`src/rtl/prescaler_ctrl.sv`:
```
// prescaler_ctrl: bank of CH_NUM prescaler channels, each ticking every div_act clocks,
// configured over a valid/ready command port with tick-aligned (double-buffered) divider updates.
package prescaler_lib;
  localparam int MAX_COUNTER_WIDTH = 32;
endpackage

module prescaler_ctrl #(
  parameter int CH_NUM = 4,
  parameter int CNT_W  = prescaler_lib::MAX_COUNTER_WIDTH,
  localparam int CH_W  = (CH_NUM > 1) ? $clog2(CH_NUM) : 1
) (
  input  logic              clk,
  input  logic              rst_n,
  input  logic              cfg_valid,
  output logic              cfg_ready,
  input  logic [CH_W-1:0]   cfg_ch,
  input  logic [1:0]        cfg_cmd,
  input  logic [CNT_W-1:0]  cfg_div,
  output logic [CH_NUM-1:0] tick_o,
  output logic [CH_NUM-1:0] run_o,
  output logic [CH_NUM-1:0] pend_o,
  output logic              err_o
);
  typedef enum logic {IDLE, RUN} state_t;
  typedef enum logic [1:0] {CMD_LOAD, CMD_START, CMD_STOP, CMD_LOAD_START} cmd_t;
  state_t             st_q      [CH_NUM];
  logic [CNT_W-1:0]   div_act_q [CH_NUM];
  logic [CNT_W-1:0]   div_shd_q [CH_NUM];
  logic [CNT_W-1:0]   cnt_q     [CH_NUM];
  logic [CH_NUM-1:0]  tick_q, pend_q, term, hit;
  logic               err_q, ch_ok, is_load, is_start, is_stop, reject, acc;
  logic [CNT_W-1:0]   sel_act;
  logic [(1<<CH_W)-1:0] pend_ext;
  always_comb begin
    pend_ext = '0;
    pend_ext[CH_NUM-1:0] = pend_q;
    ch_ok = 32'(cfg_ch) < CH_NUM;
    is_load = (cfg_cmd == CMD_LOAD) || (cfg_cmd == CMD_LOAD_START);
    is_start = (cfg_cmd == CMD_START) || (cfg_cmd == CMD_LOAD_START);
    is_stop = cfg_cmd == CMD_STOP;
    sel_act = '0;
    term = '0;
    run_o = '0;
    for (int i = 0; i < CH_NUM; i++) begin
      if (cfg_ch == CH_W'(i)) sel_act = div_act_q[i];
      term[i] = cnt_q[i] == div_act_q[i] - CNT_W'(1);
      run_o[i] = st_q[i] == RUN;
    end
    // a pending shadow blocks further loads to that channel until it is consumed
    cfg_ready = !(ch_ok && pend_ext[cfg_ch] && is_load);
    reject = !ch_ok || (is_load && cfg_div == '0) || (cfg_cmd == CMD_START && sel_act == '0);
    acc = cfg_valid && cfg_ready;
    hit = '0;
    for (int i = 0; i < CH_NUM; i++) hit[i] = acc && !reject && cfg_ch == CH_W'(i);
  end
  always_ff @(posedge clk or negedge rst_n) begin
    if (!rst_n) begin
      for (int i = 0; i < CH_NUM; i++) begin
        st_q[i]      <= IDLE;
        div_act_q[i] <= '0;
        div_shd_q[i] <= '0;
        cnt_q[i]     <= '0;
      end
      tick_q <= '0;
      pend_q <= '0;
      err_q  <= 1'b0;
    end else begin
      err_q <= acc && reject;
      for (int i = 0; i < CH_NUM; i++) begin
        if (st_q[i] == IDLE) begin
          tick_q[i] <= 1'b0;
          pend_q[i] <= 1'b0;
          if (hit[i] && is_load) begin
            div_act_q[i] <= cfg_div;
            cnt_q[i]     <= '0;
          end
          if (hit[i] && is_start) begin
            st_q[i]  <= RUN;
            cnt_q[i] <= '0;
          end
        end else if (hit[i] && is_stop) begin
          st_q[i]   <= IDLE;
          cnt_q[i]  <= '0;
          pend_q[i] <= 1'b0;
          tick_q[i] <= 1'b0;
        end else begin
          tick_q[i] <= term[i];
          cnt_q[i]  <= term[i] ? '0 : cnt_q[i] + CNT_W'(1);
          if (term[i] && pend_q[i]) begin
            div_act_q[i] <= div_shd_q[i];
            pend_q[i]    <= 1'b0;
          end
          // a load landing on a terminal edge sees the old pend, so it applies one period later
          if (hit[i] && is_load) begin
            div_shd_q[i] <= cfg_div;
            pend_q[i]    <= 1'b1;
          end
        end
      end
    end
  end
  assign tick_o = tick_q;
  assign pend_o = pend_q;
  assign err_o  = err_q;
  for (genvar c = 0; c < CH_NUM; c++) begin : g_chk
    assert property (@(posedge clk) disable iff (!rst_n) st_q[c] != RUN || cnt_q[c] < div_act_q[c]);
  end
endmodule

```
`config.mk`:
```
export PLATFORM = sky130hd
export DESIGN_NAME = prescaler_ctrl
export DESIGN_NICKNAME = d
export VERILOG_FILES = /design/src/rtl/prescaler_ctrl.sv
export SDC_FILE = /design/constraint.sdc
export NUM_CORES = 1
export LEC_CHECK = 0
export ABC_AREA = 1
export BUFFER_PORTS_ARGS = -buffer_cell sky130_fd_sc_hd__buf_2
export CAP_MARGIN = 20
export CORE_UTILIZATION = 25
export DETAILED_ROUTE_END_ITERATION = 16
export MAX_ROUTING_LAYER = met4
export PLACE_DENSITY_LB_ADDON = 0.12
export SLEW_MARGIN = 30
export SYNTH_ARGS = -nofsm -noshare
export SYNTH_HDL_FRONTEND = slang
export SYNTH_SLANG_ARGS = --single-unit
```
`constraint.sdc`:
```
create_clock -name clk -period 6.3 [get_ports clk]
set_input_delay 1.26 -clock clk [delete_from_list [all_inputs] [get_ports clk]]
set_output_delay 1.26 -clock clk [all_outputs]
set_load 0.02 [all_outputs]
```
==> impl_metrics.csv <==
group,metric,value,unit
run_status,outcome,"completed",
setup_path,r2r_start,"div_act_q[85]$_DFFE_PN0P_",
global_routing,grt_usage,0.2080,
clock_network,post-cts-setup-buffers,0,
global_routing,grt_pass1_wl,173200,um
floorplan,start_util,0.2520,
clock_network,cts_htree_levels,2,
drt,wl_per_cell,20.26,um
setup_path,r2r_slack,2.20,ns
yosys,synth_mux_area_frac,0,
floorplan,die_area,112900,sq um
clock_network,cts_hold_buffers,0,
timing,whs,0.4700,ns
cells_and_area,fin_nets,4162,
yosys,ys_seq_area_frac,0.3562,
floorplan,coreArea,110700,sq um
yosys,synthAdderAreaFrac,0.004935,
timing,maxSlewHeadroom,0.3923,
place,dp_cells,5547,
drt,drt_iter0_drc,2005,
clock_network,cts_buffer_depth,3,
yosys,syn_inst,4171,
place,dp_hpwl,83030,um
cells_and_area,final_area,31070,sq um
timing,period_share,0.6870,
timing,skew,0.02229,ns
cells_and_area,area_growth,11.41,%
drt,drt_wl_total,114300,um
timing,slew_viol_final,0,
hold_path,hold_class,"register to register",
cells_and_area,postLayoutCoreUtil,0.2808,
timing,max_freq,231.1,MHz
setup_path,reg2reg_depth,16,
drt,drc,0,
global_routing,grt_pass1_vias,26310,
yosys,synth_xor_area_frac,0.06501,
yosys,ys_warn_count,0,
cells_and_area,layout.cells.non_filler,5643,
timing,grt_setup_unrepaired,"false",
pwr,vdd_drop_max,0.2233,mV
timing,fin_tns_setup,0,ns
pwr,powerDensity,385.6,nW/um^2
yosys,syn_avg_cell_area,6.686,sq um
global_routing,grt_max_degree,148,
global_routing,grt_antenna_before_repair,3,
place,place.port_buffers,52,
cells_and_area,drive_gt1_frac,0.06790,
clock_network,clk_latency,0.65,ns
floorplan,die_w,336.0,um
setup_path,start_kind,"input port",
timing,fin_crit,4.328,ns
setup_path,path_max_fanout,52,
clock_network,cts.sinks,397,
global_routing,grt-ovfl-total,0,
pwr,p_leak,0.01428,uW
clock_network,clk_pin_slew,0.06,ns
yosys,synth_compound_area_frac,0.06129,
yosys,synth_simple_gate_area_frac,0.4361,
timing,setup_viol,0,
flow_run,max_cap_viol_count,0,
setup_path,reg2reg_to,"div_shd_q[92]$_DFFE_PN0P_",
drt,first_pass_iters,7,
drt,vias_per_cell,4.830,
floorplan,io_pins,53,
drt,drtAntennaViolNets,0,
floorplan,die_h,336.0,um
yosys,synth_seq_cells,397,
hold_path,holdPathStages,2,
setup_path,cp-end-kind,"register",
yosys,synth_area,27890,sq um
place,place_congestion,0.8995,
setup_path,arrival,4.91,ns
yosys,syn_nets,4221,
yosys,synth_top_family_by_area,"simple AND/OR/NAND/NOR gates",
timing,hold_viol,0,
yosys,synth-edff-count,0,
cells_and_area,num-fill-cells,12460,
place,placedInstanceArea,29350,sq um
hold_path,whs_endpoint,"div_shd_q[99]$_DFFE_PN0P_",
clock_network,cts-root-buf,"clkbuf_16",
clock_network,cts_tree,"built",
yosys,synth_ff_type,"dfrtp_1",
setup_path,worstSetupPathType,"input port to register",
setup_path,critPathRequiredTime,6.88,ns
yosys,synthArstFlopShare,1.000,
clock_network,cts_resized,0,
setup_path,worstSetupStartpoint,"cfg_cmd[0]",
drt,via_count,27260,
yosys,synth_cell_type_count,53,
clock_network,cts_buffers,50,
timing,worst_slew_pin_slew,0.9094,ns
floorplan,fp-row-count,122,
hold_path,min_from,"div_shd_q[99]$_DFFE_PN0P_",
sequential cells by signal (all words and copies together), names as in the netlist:
register and flops:
cnt_q 128, div_act_q 128, div_shd_q 128, err_o 1, pend_o 4, run_o 4
tick_o 4
through the flow:
step | setup slack [ns] | total power, uW
floorplan | 3.111 | 7449
detailed placement | 1.393 | 9000
finish | 1.972 | 11980
global placement | 1.307 | 9024
CTS | 2.084 | 12110
global route | 1.833 | 12940
worst max-delay path, stage by stage:
cell	delay (ns)
buf_2	0.10
inv_1	0.05
ha_1	0.83
nand4_1	0.18
nor3_1	0.16
nand4_1	0.22
nand3_4	0.22
nor2_2	0.10
nand2_1	0.08
nand2_2	0.11
buf_4	0.36
nor2_4	0.77
nand2_1	0.30
nand2_1	0.14
cell type report:
class / instances / area, sq um / share of cell area
clock buffers: 77 / 1546 / 0.04977
inverters: 305 / 1145 / 0.03685
multi-input cells: 3271 / 15850 / 0.5102
diodes: 2 / 5.005 / 0.0001611
clock inverters: 16 / 143.9 / 0.004631
well taps: 1488 / 1862 / 0.05992
repair buffers: 87 / 578.1 / 0.01860
flip-flops and latches: 397 / 9940 / 0.3199
metal layers:
metal,track usage,share of wire
met3,0.02514,0.046
met1,0.2871,0.48
met4,0.04100,0.018
met2,0.3261,0.46
met5,-,0
report_power, final:
group          switching [uW]  internal [uW]  leakage (uW)  total (uW)
registers                 983           3340       0.00505        4330
logic                    3090           1530       0.00840        4610
clock network            1280           1760      0.000828        3040
worst max-delay path by stage:
stage | to | slack [ns] | cells past startpoint
detailed placement | div_shd_q[91]$_DFFE_PN0P_ | 1.39 | 14
global placement | div_shd_q[92]$_DFFE_PN0P_ | 1.31 | 14
CTS | div_shd_q[92]$_DFFE_PN0P_ | 2.08 | 14
global route | div_shd_q[92]$_DFFE_PN0P_ | 1.83 | 14
floorplan | cfg_ready | 3.11 | 4
finish | div_shd_q[92]$_DFFE_PN0P_ | 1.97 | 14
synthesized netlist by cell type (5+ instances only):
master / instances / area (sq um)
nand3_1: 465 / 2327
nand2_2: 17 / 106.4
ha_1: 11 / 137.6
nor2_1: 402 / 1509
dfrtp_1: 397 / 9935
buf_6: 12 / 135.1
clkbuf_1: 91 / 341.6
nor3_2: 5 / 50.05
buf_4: 15 / 112.6
nand4_1: 211 / 1320
xor2_1: 138 / 1209
o21ai_0: 213 / 1066
nor3_1: 83 / 415.4
buf_2: 76 / 380.4
nor4_1: 19 / 118.9
a21oi_1: 34 / 170.2
nor2_4: 9 / 101.4
nand2_1: 1397 / 5244
nand3b_1: 58 / 435.4
xnor2_1: 69 / 604.3
or2_2: 14 / 87.58
inv_2: 12 / 45.04
o21ai_1: 25 / 125.1
o22ai_1: 5 / 31.28
inv_1: 290 / 1089
o21bai_1: 18 / 135.1
nor2_2: 31 / 193.9
cell usage in the layout, fill, tap and decap left out, types with 32 or more instances in the layout:
cell type / n
a21oi_1: 34
nand4_1: 211
xnor2_1: 69
nand2_1: 1395
dfrtp_1: 393
xor2_1: 138
inv_1: 289
nor3_1: 83
nor2_1: 398
clkbuf_16: 53
nor2_2: 33
buf_2: 51
o21ai_0: 213
buf_4: 32
nand3_1: 465
nand3b_1: 58
cell families after synthesis:
kind of cell | after synthesis
compound gates | 317
xor+xnor | 207
fa+ha+maj | 11
buf+inv | 503
flops | 397
simple gates | 2736
Note: power is estimated with default switching activity, not from simulation.
